$ cat src/rtl/flit_output_arbiter.sv
// flit_output_arbiter
//   Round-robin, wormhole-locked output arbiter for one router output port.
//   It pops whole packets from one input FIFO at a time and forwards each
//   flit through a single register stage to the output-port FIFO. Pops are
//   throttled on the downstream almost_full flag.
//   Flit format: bit 0 = head flag, bit 1 = tail flag.
//
// Ports:
//   clk             single clock, rising edge
//   rst             synchronous active-high reset
//   in_empty        empty flag of input FIFO i on bit i
//   in_data         head-of-queue flit of input FIFO i on [i*DATA_W +: DATA_W]
//   in_rd_en        combinational one-hot (or zero) pop strobe to input FIFOs
//   out_almost_full almost_full of the downstream FIFO
//   out_wr_en       registered write strobe to the downstream FIFO
//   out_data        registered flit to the downstream FIFO
//   grant           registered one-hot owner while a packet is open, 0 in IDLE
//   err             sticky protocol-error flag
//
// Configuration macro:
//   FLIT_ARB_ERR_DROP_EN  when defined, a headless front flit reached first in
//                         IDLE scan order is popped and discarded and err is
//                         set; when undefined such inputs are ineligible and
//                         err stays 0.
module flit_output_arbiter #(
  parameter int N_IN   = 4,
  parameter int DATA_W = 8
) (
  input  logic                     clk,
  input  logic                     rst,
  input  logic [N_IN-1:0]          in_empty,
  input  logic [N_IN*DATA_W-1:0]   in_data,
  output logic [N_IN-1:0]          in_rd_en,
  input  logic                     out_almost_full,
  output logic                     out_wr_en,
  output logic [DATA_W-1:0]        out_data,
  output logic [N_IN-1:0]          grant,
  output logic                     err
);

  localparam int PTR_W = $clog2(N_IN);

  typedef enum logic [0:0] {
    ST_IDLE   = 1'b0,
    ST_LOCKED = 1'b1
  } state_t;

  state_t              state_r, state_nxt_s;
  logic [PTR_W-1:0]    owner_r, owner_nxt_s;
  logic [PTR_W-1:0]    rr_ptr_r, rr_ptr_nxt_s;
  logic [N_IN-1:0]     grant_r, grant_nxt_s;
  logic                wr_r, wr_nxt_s;
  logic [DATA_W-1:0]   data_r, data_nxt_s;
  logic                err_r, err_nxt_s;

  logic [DATA_W-1:0]   flit_s [N_IN];
  logic                found_s;
  logic [PTR_W-1:0]    pick_s;
  logic [PTR_W:0]      scan_sum_s;
  logic [PTR_W-1:0]    scan_idx_s;
  logic                scan_cand_s;
  logic                pop_s;
  logic [PTR_W-1:0]    pop_idx_s;
  logic [DATA_W-1:0]   popped_s;

  // Next input index with wrap at N_IN (N_IN need not be a power of two).
  function automatic logic [PTR_W-1:0] ptr_inc(input logic [PTR_W-1:0] p);
    logic [PTR_W-1:0] r;
    if (p == PTR_W'(N_IN - 1)) begin
      r = '0;
    end else begin
      r = p + PTR_W'(1);
    end
    return r;
  endfunction

  function automatic logic [N_IN-1:0] one_hot(input logic [PTR_W-1:0] idx);
    logic [N_IN-1:0] v;
    v      = '0;
    v[idx] = 1'b1;
    return v;
  endfunction

  // Split the flat input bus into per-input flits.
  always_comb begin
    for (int i = 0; i < N_IN; i++) begin
      flit_s[i] = in_data[i*DATA_W +: DATA_W];
    end
  end

  // Round-robin scan starting at rr_ptr; first candidate wins.
  always_comb begin
    found_s     = 1'b0;
    pick_s      = '0;
    scan_sum_s  = '0;
    scan_idx_s  = '0;
    scan_cand_s = 1'b0;
    for (int k = 0; k < N_IN; k++) begin
      scan_sum_s = {1'b0, rr_ptr_r} + (PTR_W+1)'(k);
      scan_idx_s = (scan_sum_s >= (PTR_W+1)'(N_IN)) ?
                   PTR_W'(scan_sum_s - (PTR_W+1)'(N_IN)) : scan_sum_s[PTR_W-1:0];
`ifdef FLIT_ARB_ERR_DROP_EN
      // Any non-empty input is a candidate; a headless one is dropped later.
      scan_cand_s = !in_empty[scan_idx_s];
`else
      scan_cand_s = !in_empty[scan_idx_s] && flit_s[scan_idx_s][0];
`endif
      pick_s  = (scan_cand_s && !found_s) ? scan_idx_s : pick_s;
      found_s = found_s | scan_cand_s;
    end
  end

  // FSM next-state, pop decision and next register values.
  always_comb begin
    state_nxt_s  = state_r;
    owner_nxt_s  = owner_r;
    rr_ptr_nxt_s = rr_ptr_r;
    grant_nxt_s  = grant_r;
    wr_nxt_s     = 1'b0;
    data_nxt_s   = data_r;
    err_nxt_s    = err_r;
    pop_s        = 1'b0;
    pop_idx_s    = '0;

    case (state_r)
      ST_IDLE: begin
        pop_s     = found_s;
        pop_idx_s = pick_s;
      end
      ST_LOCKED: begin
        pop_s     = !in_empty[owner_r];
        pop_idx_s = owner_r;
      end
      default: begin
        pop_s     = 1'b0;
        pop_idx_s = '0;
      end
    endcase

    // One slot of downstream headroom covers the registered in-flight flit.
    if (rst || out_almost_full) begin
      pop_s = 1'b0;
    end else begin
      pop_s = pop_s;
    end

    popped_s = flit_s[pop_idx_s];
    in_rd_en = pop_s ? one_hot(pop_idx_s) : '0;

    case (state_r)
      ST_IDLE: begin
        if (pop_s) begin
          if (popped_s[0]) begin
            wr_nxt_s   = 1'b1;
            data_nxt_s = popped_s;
            if (popped_s[1]) begin
              rr_ptr_nxt_s = ptr_inc(pop_idx_s);
            end else begin
              state_nxt_s = ST_LOCKED;
              owner_nxt_s = pop_idx_s;
              grant_nxt_s = one_hot(pop_idx_s);
            end
          end else begin
            // Headless flit is discarded; rr_ptr is left alone.
            err_nxt_s = 1'b1;
          end
        end else begin
          wr_nxt_s = 1'b0;
        end
      end
      ST_LOCKED: begin
        if (pop_s) begin
          wr_nxt_s   = 1'b1;
          data_nxt_s = popped_s;
          if (popped_s[1]) begin
            state_nxt_s  = ST_IDLE;
            rr_ptr_nxt_s = ptr_inc(owner_r);
            grant_nxt_s  = '0;
          end else begin
            state_nxt_s = ST_LOCKED;
          end
        end else begin
          wr_nxt_s = 1'b0;
        end
      end
      default: begin
        state_nxt_s = ST_IDLE;
        grant_nxt_s = '0;
      end
    endcase
  end

  // State and output registers with synchronous reset.
  always_ff @(posedge clk) begin
    if (rst) begin
      state_r  <= ST_IDLE;
      owner_r  <= '0;
      rr_ptr_r <= '0;
      grant_r  <= '0;
      wr_r     <= 1'b0;
      data_r   <= '0;
      err_r    <= 1'b0;
    end else begin
      state_r  <= state_nxt_s;
      owner_r  <= owner_nxt_s;
      rr_ptr_r <= rr_ptr_nxt_s;
      grant_r  <= grant_nxt_s;
      wr_r     <= wr_nxt_s;
      data_r   <= data_nxt_s;
      err_r    <= err_nxt_s;
    end
  end

  assign out_wr_en = wr_r;
  assign out_data  = data_r;
  assign grant     = grant_r;
  assign err       = err_r;

endmodule
$ cat config.mk
export PLATFORM = sky130hd
export DESIGN_NAME = flit_output_arbiter
export DESIGN_NICKNAME = d
export VERILOG_FILES = /design/src/rtl/flit_output_arbiter.sv
export SDC_FILE = /design/constraint.sdc
export NUM_CORES = 1
export LEC_CHECK = 0
export CAP_MARGIN = 0
export CORE_AREA = 5 5 64 66
export CTS_BUF_LIST = sky130_fd_sc_hd__clkbuf_8 sky130_fd_sc_hd__clkbuf_16
export CTS_CLUSTER_DIAMETER = 40
export DETAILED_ROUTE_END_ITERATION = 16
export DIE_AREA = 0 0 69 71
export HOLD_SLACK_MARGIN = 0.12
export PLACE_DENSITY = 0.77
export SLEW_MARGIN = 20
export SYNTH_ARGS = -nofsm -noshare
export SYNTH_HDL_FRONTEND = slang
export SYNTH_SLANG_ARGS = --single-unit
$ cat constraint.sdc
create_clock -name clk -period 3.1 [get_ports clk]
set_input_delay 0.31 -clock clk [delete_from_list [all_inputs] [get_ports clk]]
set_output_delay 0.31 -clock clk [all_outputs]
set_load 0.02 [all_outputs]
# Word-level counts from Yosys, hierarchy flattened
# Cells that the tools add are included.
dict set report totals {
  word_cells 139
  register_bits 19
  in_bits 39
}
dict set report op_classes {
  magnitude_cmp 16
  n_eq_ne 8
  n_mux 66
  bitwise_logic 11
  addsub 9
  n_reduce_logical 22
}
# operator n
set op_table {}
lappend op_table {{binary-select mux 8 bit (select 2 bit)} 5}
lappend op_table {{two-way mux 8 bit} 5}
lappend op_table {{two-way mux 2 bit} 15}
lappend op_table {{greater-or-equal comparator 3 bit (second input constant)} 8}
lappend op_table {{two-way mux 4 bit} 6}
lappend op_table {{two-way mux 1 bit} 22}
lappend op_table {{< comparator 2 x 3 -> 1 bit (second input constant)} 6}
lappend op_table {{case mux 8 bit (2 select lines)} 1}
lappend op_table {{inverter 2 -> 3 bit} 5}
lappend op_table {{binary-select mux 1 bit (select 2 bit)} 5}
lappend op_table {{AND reduction 5 bit} 2}
lappend op_table {{logical AND 1 bit} 8}
lappend op_table {{logical NOT 1 bit} 8}
lappend op_table {{inequality test 2 bit (second input constant)} 4}
lappend op_table {{case mux 2 bit (2 select lines)} 2}
lappend op_table {{case mux 4 bit (2 select lines)} 1}
lappend op_table {{subtractor 2 x 1 -> 2 bit (second input constant)} 4}
lappend op_table {{adder 2 x 2 -> 3 bit (second input constant)} 2}
lappend op_table {{case mux 1 bit (2 select lines)} 3}
lappend op_table {{AND reduction 3 bit} 2}
lappend op_table {{adder 2 x 1 -> 2 bit (second input constant)} 2}
lappend op_table {{== test 2 bit (second input constant)} 2}
lappend op_table {{inequality test 2 x 1 -> 1 bit (second input constant)} 2}
lappend op_table {{AND reduction 4 bit} 1}
lappend op_table {{other kinds (7)} 11}

# Depth between registers and ports, before layout
# Gate-level depths: netlist of run 1.
dict set report depth {
  ltp_word 22
  mapped_depth 10
  mapped_depth_nobuf 9
}

# Worst setup path before layout of run 1
# No wires, ideal clock.
dict set report synth_timing {
  path_kind {input -> output}
  from {input port in_empty[1]}
  to {output port in_rd_en[1]}
  required_time_ps 2790
  path_slack_ps 674
  cell_stages 9
  arrival_ps 2116
  path_cell_list {nand2b_1 a211o_1 a221o_1 and2_1 buf_2 buf_1 inv_1 ha_1 and2_1}
}
dict set report synth_via {
  elab_chain_cells 15
  elab_cells_between_ends 41
  cone_classes {order compare: 2; mux: 20; bitwise: 3; reduce/logical: 16}
}
# element line_no
set synth_rtl {}
lappend synth_rtl {{start, declared} 31} ;# input logic [N_IN-1:0] in_empty,
lappend synth_rtl {{binary-select mux 1 bit (select 2 bit)} 106} ;# scan_cand_s = !in_empty[scan_idx_s] && flit_s[scan_idx_s][0];
lappend synth_rtl {{two-way mux 1 bit (not written as such)} 106}
lappend synth_rtl {{logical NOT 1 bit} 106}
lappend synth_rtl {{logical AND 1 bit} 106}
lappend synth_rtl {{logical NOT 1 bit / OR 1 bit (equally long branches)} {108, 109}}
lappend synth_rtl {{logical AND 1 bit, or another cell as far along} 108} ;# pick_s = (scan_cand_s && !found_s) ? scan_idx_s : pick_s;
lappend synth_rtl {{two-way mux 2 bit, or another cell as far along} 108}
lappend synth_rtl {{two-way mux 2 bit / logical AND 1 bit (equally long branches)} 108}
lappend synth_rtl {{two-way mux 2 bit *} 108}
lappend synth_rtl {{case mux 2 bit (2 select lines) *} 125} ;# case (state_r)
lappend synth_rtl {{named net pop_idx_s[0]} 63} ;# logic [PTR_W-1:0] pop_idx_s;
lappend synth_rtl {{< comparator 2 x 3 -> 1 bit (not written as such) / greater-or-equal comparator 2 x 1 -> 1 bit (equally long branches)} 80} ;# v[idx] = 1'b1;
lappend synth_rtl {{logical AND 1 bit (not written as such)} 80}
lappend synth_rtl {{two-way mux 1 bit (not written as such)} 80}
lappend synth_rtl {{demux 1 bit (select 2 bit) *} 80}
lappend synth_rtl {{two-way mux 4 bit *} 148} ;# in_rd_en = pop_s ? one_hot(pop_idx_s) : '0;
lappend synth_rtl {{end, declared} 33} ;# output logic [N_IN-1:0] in_rd_en,
# Mark *: on every way through the listed nets, which the timed path passes. The rest lies on a longest branch. The select of a mux whose other input is x is not followed.

# Worst setup path in the final report of run 1
dict set report layout_timing {
  from {input port in_data[0]}
  to {output port in_rd_en[2]}
}
dict set report layout_via {
  elab_chain_cells 15
  elab_cells_between_ends 38
  cone_classes {order compare: 2; mux: 22; bitwise: 3; reduce/logical: 11}
}
# element line_no
set layout_rtl {}
lappend layout_rtl {{start, declared} 32} ;# input logic [N_IN*DATA_W-1:0] in_data,
lappend layout_rtl {{binary-select mux 8 bit (select 2 bit)} 106}
lappend layout_rtl {{two-way mux 1 bit (not written as such) (2 in series)} 106}
lappend layout_rtl {{logical AND 1 bit} 106}
lappend layout_rtl {{logical NOT 1 bit / OR 1 bit (equally long branches)} {108, 109}}
lappend layout_rtl {{logical AND 1 bit, or another cell as far along} 108}
lappend layout_rtl {{two-way mux 2 bit, or another cell as far along} 108}
lappend layout_rtl {{two-way mux 2 bit / logical AND 1 bit (equally long branches)} 108}
lappend layout_rtl {{two-way mux 2 bit} 108}
lappend layout_rtl {{case mux 2 bit (2 select lines)} 125}
lappend layout_rtl {{< comparator 2 x 3 -> 1 bit (not written as such) / greater-or-equal comparator 2 x 1 -> 1 bit (equally long branches)} 80}
lappend layout_rtl {{logical AND 1 bit (not written as such)} 80}
lappend layout_rtl {{two-way mux 1 bit (not written as such)} 80}
lappend layout_rtl {{demux 1 bit (select 2 bit)} 80}
lappend layout_rtl {{two-way mux 4 bit *} 148}
# Mark *: on every way between the ends. The rest lies on a longest branch, timed or not. The select of a mux whose other input is x is not followed.

==> metrics.md, run 1 <==
| Metric | Value |
|---|---|
| # rows | `22` |
| Io pins | `57` |
| Register area share after synthesis | `roughly 27%` |
| Worst-path maximum fanout | `6` |
| DRC | `0` |
| Worst EP required | `2.79 ns` |
| Placed Area | `2060 µm²` |
| Hold-critical path depth | `2` |
| Pwr Total | `just under 0.8 mW` |
| Max Cap Viol | `0` |
| Fin crit share | `95.2%` |
| Clock tree sinks | `19` |
| Pwr dens | `366 nW/µm²` |
| Final Skew | `0.00203 ns` |
| LEAKAGE | `about 0.84 nW` |
| Peak VDD IR | `0.000185 V` |
| Total wire length | `3490 µm` |
| Reg clk slew, reported paths | `0.07 ns` |
| Final Max Slew Viols | `0` |
| Ratio of cells with drive above 1 in the final layout | `19.1%` |
| Post-CTS Resized | `0` |
| Setup ws final | `0.148 ns` |
| Yosys Warn Count | `0` |
| Vias in the first global route | `~1.2k` |
| Setup-failing EPs final | `0` |
| Layout area overhead | `50.1%` |
| Worst-Margin Slew | `between 0.3 and 0.4 ns` |
| DR vias/cell | `4.99` |
| Starting DRT DRC Count | `between 60 and 70` |
| Setup TNS | `0 ns` |
| TritonRoute pass-1 iters | `4` |
| Gate Count Post-Synth | `155` |
| Worst R2R Setup Slack | `0.55 ns` |
| Largest area contributor in the netlist | `dfxtp_1` |
| Endpoint class of the critical path | `output port` |
| Die area | `4900 µm²` |
| Yosys reg bits | `19` |
| Worst-Skew Late Latency | `0.26 ns` |
| Final hold viol count | `0` |
| CP Class | `input pin to output port` |
| ANT cells | `0` |
| DIE HEIGHT | `a little over 70 µm` |
| R2R Path Start | `rr_ptr_r[1]` |
| Post-CTS Setup Bufs | `0` |
| First-pass GRT wire length | `5700 µm` |
| Syn Std Cell Area | `1410 µm²` |
| Mapped Nets | `198` |
| Pre-CTS setup slack | `0.0758 ns` |
| WL/cell | `~13 µm` |
| CTS root buffer | `clkbuf_8` |
| Final min period | `2.95 ns` |
| Crit path DAT | `2.64 ns` |
| Filler Cells Inserted | `340` |
| Total gr overflow | `0` |
| Slew headroom | `76.7%` |
| Initial antenna violation count | `0` |
| Yosys cell types | `51` |
| Largest net degree at the start of global routing | `18` |
| Fmax | `339 MHz` |
| Htree depth | `1` |
| Hpwl dp | `between 2000 and 3000 µm` |
| Worst reg2reg path depth | `10` |
| Die Wd | `69 µm` |
| Hold path start | `out_data[0]` |
| Reg2reg end | `owner_r[1]` |
| Core area | `3520 µm²` |
| Top-area cell type share of the netlist area | `27.0%` |
| Port-buffer cells | `56` |
| RSZ-0062 raised after global routing | `false` |
| Hold-fix buffers, CTS | `0` |
| Worst hold endpoint | `out_data[0]` |
| Placer Congestion | `0.848` |
| Total number of vias | `roughly 1.3k` |
| Ranking of synthesized cells by area | `dfxtp_1 (27%), mux2i_1 (7.8%), o21ai_0 (4.6%), mux2_2 (4.0%), nand2_1 (3.7%)` |
| Clock tree from TritonCTS | `done` |
| Syn Area/Cell | `between 9 and 10 µm²` |
| Worst Setup SP | `in_data[0]` |
| Final net count | `about 260` |
| CTS Buf Count | `3` |
| Starting Density | `roughly two fifths` |
| Routed Antenna Nets | `0` |
| CP Launch Type | `input pin` |
| GRT Overall Usage | `14.4%` |
| CTS Buffer Depth | `2` |
| Hold Path Class | `flip-flop to flip-flop` |
| Design area | `2110 µm²` |
| Status | `finished, final reports clean` |
[cells by family after synthesis]
| kind of cell | after synthesis | synth area share, % |
|---|---|---|
| adder cells (fa/ha/maj) | 4 | 3.55 |
| multiplexers | 22 | 19.1 |
| flip-flops | 19 | 27.0 |
| buffers and inverters | 16 | 6.30 |
| AO/OA/AOI/OAI | 41 | 22.0 |
| XOR/XNOR | 2 | 1.78 |
| AND/OR/NAND/NOR | 51 | 20.2 |
[worst max-delay path: stages]
cell and delay (ns):
clkdlybuf4s50_1 0.48, nor3b_1 0.17, a211o_1 0.27, a221o_1 0.33
and2_1 0.19, ha_1 0.23, and2_1 0.14, clkdlybuf4s50_1 0.53
[flip-flops by register name, summed over array words and instances, names as in the netlist]
signal	cells
out_wr_en	1
owner_r	2
grant	4
state_r	1
err	1
rr_ptr_r	2
out_data	8
[how the worst max path moves through the flow]
| stage | end | slack [ns] |
|---|---|---|
| after floorplan | in_rd_en[1] | 0.67 |
| after global placement | in_rd_en[3] | 0.11 |
| after detailed placement | in_rd_en[3] | 0.08 |
| after CTS | in_rd_en[3] | 0.08 |
| after global routing | in_rd_en[2] | 0.03 |
| final | in_rd_en[2] | 0.15 |
[per-stage QoR]
| stage | instances | util (%) | hold slack, ns |
|---|---|---|---|
| 4_1_cts | 268 | 59.9 | 0.461 |
| 3_5_place_dp | 264 | 58.6 | 0.450 |
| 5_1_grt | 268 | 60.0 | 0.475 |
| 6_report | 268 | 60.0 | 0.457 |
| 3_3_place_gp | 264 | 58.6 | 0.441 |
| 2_1_floorplan | 155 | - | 0.503 |
[power breakdown]
group	total, mW	internal, mW	switching, mW
Sequential	0.281	0.265	0.0166
Clock	0.175	0.0895	0.0853
Combinational	0.317	0.170	0.147
[synth_stat cells (all sizes together)]
cell type,n
nand3,6
clkbuf,2
mux4,1
o31ai,4
o211ai,3
a221o,1
mux2,7
xnor2,2
a21oi,2
a21boi,1
o221ai,1
mux2i,14
buf,4
nand2,14
nor2,8
and2,5
inv,9
nor2b,2
or4b,1
a31o,1
o2111ai,1
nand4,2
nand2b,5
clkinv,1
dfxtp,19
nor3b,2
o21ai,17
a311oi,1
a22oi,4
a211oi,3
o22ai,1
and2b,4
nand4b,1
a211o,1
ha,4
nand3b,1
[layout make-up]
cell class                 count  area (µm²)  area share [%]
clock buffer                   3        41.3            1.95
clock inverter                 1        5.00           0.237
inverter                      10        40.0            1.89
multi-input combinational    120         940            44.4
sequential                    19         380            18.0
tap                           48        60.1            2.84
timing repair buffer          67         648            30.7
[routing by layer]
metal / vias up / wire, µm / track usage (%)
li1: 693 / - / -
met1: 596 / 1460 / 15.8
met5: - / 0 / 0
met3: 6 / 235 / 4.12
met4: 0 / 87 / 8.24
met2: 41 / 1710 / 24.8
[placed cells by master (no fill, tap or decap), drive strengths merged, types with 2 or more instances in the layout]
master / synthesis / final
a211oi: 3 / 3
a21oi: 2 / 2
a22oi: 4 / 4
and2: 5 / 5
and2b: 4 / 4
buf: 4 / 11
clkbuf: 2 / 3
clkdlybuf4s50: 0 / 54
clkinv: 1 / 2
dfxtp: 19 / 19
dlymetal6s2s: 0 / 2
ha: 4 / 4
inv: 9 / 9
mux2: 7 / 7
mux2i: 14 / 14
nand2: 14 / 14
nand2b: 5 / 5
nand3: 6 / 6
nand4: 2 / 2
nor2: 8 / 8
nor2b: 2 / 2
nor3b: 2 / 2
o211ai: 3 / 3
o21ai: 17 / 17
o31ai: 4 / 4
xnor2: 2 / 2
No activity file was read; power rests on OpenSTA's default activity.
==> inputs of run 2 (changes only) <==
--- a/config.mk
+++ b/config.mk
@@ -6,13 +6,13 @@
 export NUM_CORES = 1
 export LEC_CHECK = 0
 export CAP_MARGIN = 0
-export CORE_AREA = 5 5 64 66
+export CORE_AREA = 5 5 62 64
 export CTS_BUF_LIST = sky130_fd_sc_hd__clkbuf_8 sky130_fd_sc_hd__clkbuf_16
 export CTS_CLUSTER_DIAMETER = 40
 export DETAILED_ROUTE_END_ITERATION = 16
-export DIE_AREA = 0 0 69 71
+export DIE_AREA = 0 0 67 69
 export HOLD_SLACK_MARGIN = 0.12
-export PLACE_DENSITY = 0.77
+export PLACE_DENSITY = 0.82
 export SLEW_MARGIN = 20
 export SYNTH_ARGS = -nofsm -noshare
 export SYNTH_HDL_FRONTEND = slang
==> constraint.sdc (replaced) <==
create_clock -name clk -period 3.85 [get_ports clk]
set_input_delay 0.385 -clock clk [delete_from_list [all_inputs] [get_ports clk]]
set_output_delay 0.385 -clock clk [all_outputs]
set_load 0.02 [all_outputs]
==> metrics.md, run 2 (synthesized netlist as in run 1, its figures left out) <==
| Metric | Value |
|---|---|
| Clock tree from TritonCTS | `done` |
| Vias in the first global route | `1286 (+4.1%)` |
| CP Launch Type | `input pin` |
| GRT Overall Usage | `15.9% (+1.5 points)` |
| Crit path DAT | `2.94 ns (+0.30 ns)` |
| Port-buffer cells | `56 (unchanged)` |
| Fmax | `301 MHz` |
| Fin crit share | `between 80% and 90%` |
| Die area | `4620 µm² (-5.6%)` |
| Starting DRT DRC Count | `54 (-16%)` |
| Placer Congestion | `0.835 (-1.6%)` |
| CTS root buffer | `clkbuf_8` |
| Most frequent cells in the layout | `clkdlybuf4s50_1 (56), dfxtp_1 (19), nand2_1 (14)` |
| Clock tree sinks | `19 (unchanged)` |
| Worst-Margin Slew | `0.607 ns (+0.257 ns)` |
| Post-CTS Setup Bufs | `0 (unchanged)` |
| Layout area overhead | `44.7%` |
| Hold-fix buffers, CTS | `0 (unchanged)` |
| Post-CTS Resized | `0 (unchanged)` |
| Largest net degree at the start of global routing | `20 (+2)` |
| Setup-failing EPs final | `0 (unchanged)` |
| Total number of vias | `1302 (-2.5%)` |
| CTS Buf Count | `3 (unchanged)` |
| Htree depth | `1 (unchanged)` |
| Endpoint class of the critical path | `output port` |
| Ratio of cells with drive above 1 in the final layout | `15.2% (-3.9 points)` |
| LEAKAGE | `0.757 nW (-9.5%)` |
| CTS Buffer Depth | `2 (unchanged)` |
| Hpwl dp | `2790 µm (-0.55%)` |
| Io pins | `57 (unchanged)` |
| Slew headroom | `59.3% (-17 points)` |
| Max reg flops | `8 (unchanged)` |
| # rows | `21 (-4.5%)` |
| Worst R2R Setup Slack | `1.30 ns (+0.75 ns)` |
| DRC | `0 (unchanged)` |
| ANT cells | `0 (unchanged)` |
| Reg clk slew, reported paths | `0.07 ns (about the same)` |
| Most common cell after layout, fill and taps aside | `clkdlybuf4s50_1` |
| Final min period | `roughly 3.3 ns` |
| Final Max Slew Viols | `0 (unchanged)` |
| Total wire length | `3500 µm (+0.29%)` |
| RSZ-0062 raised after global routing | `false` |
| Final Skew | `0.00265 ns (+0.000611 ns)` |
| Setup TNS | `0 ns (unchanged)` |
| TritonRoute pass-1 iters | `4 (unchanged)` |
| Worst-Skew Late Latency | `0.25 ns (about the same)` |
| Final hold viol count | `0 (unchanged)` |
| Pwr dens | `297 nW/µm² (-19%)` |
| Routed Antenna Nets | `0 (unchanged)` |
| Die Wd | `67 µm (-2.9%)` |
| Hold Path Class | `flip-flop to flip-flop` |
| First-pass GRT wire length | `5870 µm (+2.9%)` |
| DR vias/cell | `5.07 (+1.6%)` |
| Status | `finished, final reports clean` |
| DIE HEIGHT | `69 µm (-2.8%)` |
| Worst-path maximum fanout | `19 (+13)` |
| Cells after DPL | `253 (-4.2%)` |
| Max Cap Viol | `0 (unchanged)` |
| Filler Cells Inserted | `296 (-13%)` |
| Starting Density | `43.6% (+3.6 points)` |
| Total gr overflow | `0 (unchanged)` |
| Core area | `3230 µm² (-8.3%)` |
| Fin cells | `257 (-4.1%)` |
| Initial antenna violation count | `0 (unchanged)` |
| Worst EP required | `3.46 ns (+0.67 ns)` |
| Final net count | `255 (-3.4%)` |
| WL/cell | `13.6 µm (+4.6%)` |
| CP Class | `input pin to output port` |
| Peak VDD IR | `0.000160 V (-14%)` |
run 2: cell type report:
class	count	area [µm²]	area share (%)
well taps	46	57.6	2.82
multi-input cells	120	940	46.1
clock inverters	1	3.75	0.184
inverters	10	40.0	1.96
clock buffers	3	41.3	2.03
flip-flops and latches	19	380	18.7
repair buffers	58	576	28.2
run 2: worst paths after layout:
check | startpoint | endpoint | depth (start not counted)
max | in_empty[3] | in_rd_en[2] | 9
min | err | err | 1
max reg2reg | rr_ptr_r[1] | rr_ptr_r[0] | 9
min reg2reg | err | err | 1
run 2: worst max-delay path, stage by stage:
cell,delay [ns]
clkdlybuf4s50_1,0.49
and2b_2,0.23
a311oi_1,0.42
nor2_2,0.12
a21boi_4,0.22
inv_4,0.15
ha_1,0.24
and2_1,0.14
clkdlybuf4s50_1,0.53
run 2: per-layer routing:
layer | up-vias | track usage, % | wire, µm
li1 | 673 | - | -
met2 | 58 | 25.7 | 1660
met3 | 7 | 5.84 | 372
met5 | - | 0 | 0
met4 | 0 | 5.41 | 56
met1 | 564 | 19.1 | 1410
run 2: where the power goes:
| part | switching (mW) | total [mW] | internal (mW) |
|---|---|---|---|
| registers | 0.0141 | 0.227 | 0.213 |
| clock network | 0.0630 | 0.134 | 0.0709 |
| logic | 0.116 | 0.244 | 0.128 |
run 2: metrics by stage:
step / instance area, µm² / setup slack (ns) / hold slack (ns) / utilization, % / power [mW]
CTS: 2040 / 0.510 / 0.469 / 63.1 / 0.610
detailed placement: 1990 / 0.514 / 0.460 / 61.7 / 0.477
global route: 2040 / 0.389 / 0.496 / 63.1 / 0.647
global placement: 1990 / 0.533 / 0.438 / 61.7 / 0.473
finish: 2040 / 0.529 / 0.465 / 63.1 / 0.605
floorplan: 1410 / 1.27 / 0.510 / - / 0.383
==> inputs of run 3 (changes only) <==
--- a/config.mk
+++ b/config.mk
@@ -5,14 +5,15 @@
 export SDC_FILE = /design/constraint.sdc
 export NUM_CORES = 1
 export LEC_CHECK = 0
+export ABC_AREA = 1
 export CAP_MARGIN = 0
-export CORE_AREA = 5 5 62 64
+export CORE_AREA = 5 5 64 66
 export CTS_BUF_LIST = sky130_fd_sc_hd__clkbuf_8 sky130_fd_sc_hd__clkbuf_16
 export CTS_CLUSTER_DIAMETER = 40
 export DETAILED_ROUTE_END_ITERATION = 16
-export DIE_AREA = 0 0 67 69
+export DIE_AREA = 0 0 69 71
 export HOLD_SLACK_MARGIN = 0.12
-export PLACE_DENSITY = 0.82
+export PLACE_DENSITY = 0.79
 export SLEW_MARGIN = 20
 export SYNTH_ARGS = -nofsm -noshare
 export SYNTH_HDL_FRONTEND = slang
==> metrics.md, run 3 <==
| Metric | Value |
|---|---|
| Largest net degree at the start of global routing | `23 (+15%)` |
| R2R Path Start | `rr_ptr_r[0]` |
| Setup-failing EPs final | `0 (unchanged)` |
| Top-area cell type share of the netlist area | `25.7% (-1.3 points)` |
| Worst-Skew Late Latency | `0.26 ns (about the same)` |
| Status | `finished, final reports clean` |
| Endpoint class of the critical path | `output port` |
| Met3 WL | `305 µm (-18%)` |
| Port-buffer cells | `56 (unchanged)` |
| Total wire length | `4050 µm (+16%)` |
| Vias in the first global route | `1510 (+17%)` |
| Crit path DAT | `3.11 ns (+0.17 ns)` |
| Htree depth | `1 (unchanged)` |
| Most common cell in the synthesized netlist | `nand2_1` |
| Clock network power share | `8.3% (-14 points)` |
| ANT cells | `0 (unchanged)` |
| CTS Buffer Depth | `2 (unchanged)` |
| Layout area overhead | `39.9%` |
| Gate Count Post-Synth | `235 (+52%)` |
| Hold-fix buffers, CTS | `0 (unchanged)` |
| WL/cell | `12.2 µm (-11%)` |
| Fin crit share | `90.7% (+4.4 points)` |
| Clock tree sinks | `19 (unchanged)` |
| Post-CTS Setup Bufs | `0 (unchanged)` |
| Starting DRT DRC Count | `126 (+130%)` |
| Hold path start | `err` |
| Total gr overflow | `0 (unchanged)` |
| Worst hold endpoint | `err` |
| Register area share after synthesis | `25.7% (-1.3 points)` |
| Worst-Margin Slew | `0.438 ns (-0.169 ns)` |
| CTS root buffer | `clkbuf_8` |
| EDFF count, synth | `0 (unchanged)` |
| # rows | `22 (+4.8%)` |
| Hold-critical path depth | `2 (+1)` |
| Core area | `3520 µm² (+9.0%)` |
| Final core occ | `58.7% (-4.3 points)` |
| Met2 Routed Length | `1810 µm (+9.2%)` |
| Hold Path Class | `flip-flop to flip-flop` |
| Multi-input combinational cell area | `905 µm² (-3.7%)` |
| Largest area contributor in the netlist | `dfxtp_1` |
| Reg clk slew, reported paths | `0.07 ns (about the same)` |
| Total number of vias | `1635 (+26%)` |
| Peak VDD IR | `0.000387 V (+140%)` |
| Final min period | `3.49 ns (+0.171 ns)` |
| Final Skew | `0.00259 ns (-0.0000562 ns)` |
| Syn Std Cell Area | `1480 µm² (+5.0%)` |
| Syn Area/Cell | `6.29 µm² (-31%)` |
| Part of the power in registers | `17.5% (-20 points)` |
| Post-CTS Resized | `0 (unchanged)` |
| Most frequent cells in the layout | `clkdlybuf4s50_1 (56), nand2_1 (53), nor2_1 (36)` |
| Top_reg_cell synth | `dfxtp_1` |
| Die Wd | `69 µm (+3.0%)` |
| Met1 wire length | `1900 µm (+35%)` |
| Reg2reg end | `rr_ptr_r[1]` |
| DRC | `0 (unchanged)` |
| Final net count | `329 (+29%)` |
| DR vias/cell | `4.91 (-3.1%)` |
| CTS Buf Count | `3 (unchanged)` |
| Worst-path maximum fanout | `21 (+2)` |
| RSZ-0062 raised after global routing | `false` |
| Worst EP required | `3.46 ns (about the same)` |
| Starting Density | `42.0% (-1.6 points)` |
| Setup TNS | `0 ns (unchanged)` |
| Pwr Total | `1.71 mW (+180%)` |
| Io pins | `57 (unchanged)` |
| Mapped Nets | `278 (+40%)` |
| CP Launch Type | `input pin` |
| Ratio of cells with drive above 1 in the final layout | `10.2% (-5.0 points)` |
| Top Layer Used | `met4` |
| First-pass GRT wire length | `6780 µm (+16%)` |
| Pwr dens | `828 nW/µm² (+180%)` |
| Max Cap Viol | `0 (unchanged)` |
| Worst reg2reg path depth | `16 (+7)` |
| Final Max Slew Viols | `0 (unchanged)` |
| CP Class | `input pin to output port` |
| Final hold viol count | `0 (unchanged)` |
| Clock tree from TritonCTS | `done` |
| Yosys reg bits | `19 (unchanged)` |
| Ys async rst share | `0% (unchanged)` |
| Die area | `4900 µm² (+6.0%)` |
| LEAKAGE | `0.918 nW (+21%)` |
| Initial antenna violation count | `0 (unchanged)` |
| Int Pwr | `0.774 mW (+88%)` |
| Placer Congestion | `0.846 (+1.3%)` |
| Slew headroom | `70.7% (+11 points)` |
| NetSw | `0.941 mW (+390%)` |
| Worst R2R Setup Slack | `1.25 ns (-0.05 ns)` |
| Yosys cell types | `26 (-49%)` |
| Register Area | `380 µm² (unchanged)` |
| GRT Overall Usage | `16.2% (+0.30 points)` |
| Hpwl dp | `3120 µm (+12%)` |
| Combinational power share | `74.2% (+34 points)` |
| DIE HEIGHT | `71 µm (+2.9%)` |
| TritonRoute pass-1 iters | `5 (+1)` |
| Max reg flops | `8 (unchanged)` |
| Ranking of synthesized cells by area | `dfxtp_1 (26%), nand2_1 (13%), nor2_1 (9.1%), nand3_1 (6.1%), inv_1 (6.1%)` |
| Most common cell after layout, fill and taps aside | `clkdlybuf4s50_1` |
| Sw frac | `54.9% (+23 points)` |
| Yosys Warn Count | `0 (unchanged)` |
| Filler Cells Inserted | `359 (+21%)` |
| Routed Antenna Nets | `0 (unchanged)` |
| Fmax | `286 MHz (-4.9%)` |
| Synth top cells by count | `nand2_1 (53), nor2_1 (36), inv_1 (24)` |
run 3: through the flow:
step	area, µm²	instances	hold WS (ns)	setup WS (ns)
floorplan	1480	235	0.472	1.51
global placement	2020	329	0.410	0.423
detailed placement	2020	329	0.418	0.367
CTS	2070	333	0.431	0.358
global route	2070	333	0.461	0.151
finish	2070	333	0.425	0.358
run 3: how the worst max path moves through the flow:
stage | to | slack (ns) | start
2_1_floorplan | in_rd_en[0] | 1.51 | rr_ptr_r[0]
3_3_place_gp | in_rd_en[1] | 0.42 | in_empty[3]
3_5_place_dp | in_rd_en[1] | 0.37 | in_data[24]
4_1_cts | in_rd_en[1] | 0.36 | in_data[24]
5_1_grt | in_rd_en[1] | 0.15 | rr_ptr_r[0]
6_report | in_rd_en[1] | 0.36 | in_data[24]
run 3: per-layer routing:
layer,vias to the layer above,GRT usage [%]
met4,0,3.69
met3,4,4.55
met2,62,26.6
met5,-,0
met1,710,21.2
li1,859,-
run 3: final cells by class:
class	count	area share, %
Clock inverter	1	0.242
Clock buffer	3	2.00
Sequential cell	19	18.4
Timing Repair Buffer	57	27.4
Tap cell	48	2.90
Inverter	28	5.32
Multi-Input combinational cell	177	43.7
run 3: logic make-up after synthesis:
| logic type | after synthesis | synth area share, % |
|---|---|---|
| AO/OA/AOI/OAI | 42 | 16.1 |
| AND/OR/NAND/NOR | 131 | 41.7 |
| adder cells (fa/ha/maj) | 4 | 3.38 |
| flip-flops | 19 | 25.7 |
| buffers and inverters | 39 | 13.1 |
run 3: critical path, stage by stage:
cell,delay (ns)
clkdlybuf4s50_1,0.53
nand3_1,0.12
nand2_1,0.12
nand2_1,0.07
nand2_1,0.10
inv_1,0.05
o21ai_1,0.09
a21oi_1,0.10
nand2_2,0.12
nand2_4,0.16
inv_2,0.27
ha_1,0.24
inv_1,0.05
nor2_1,0.09
clkdlybuf4s50_1,0.61
run 3: power by group through the flow:
stage / Combinational, mW / Sequential (mW) / Clock [mW]
2_1_floorplan: 1.03 / 0.328 / 0
3_3_place_gp: 1.25 / 0.303 / 0
3_5_place_dp: 1.27 / 0.302 / 0
4_1_cts: 1.27 / 0.299 / 0.146
5_1_grt: 1.42 / 0.305 / 0.155
6_report: 1.27 / 0.300 / 0.143
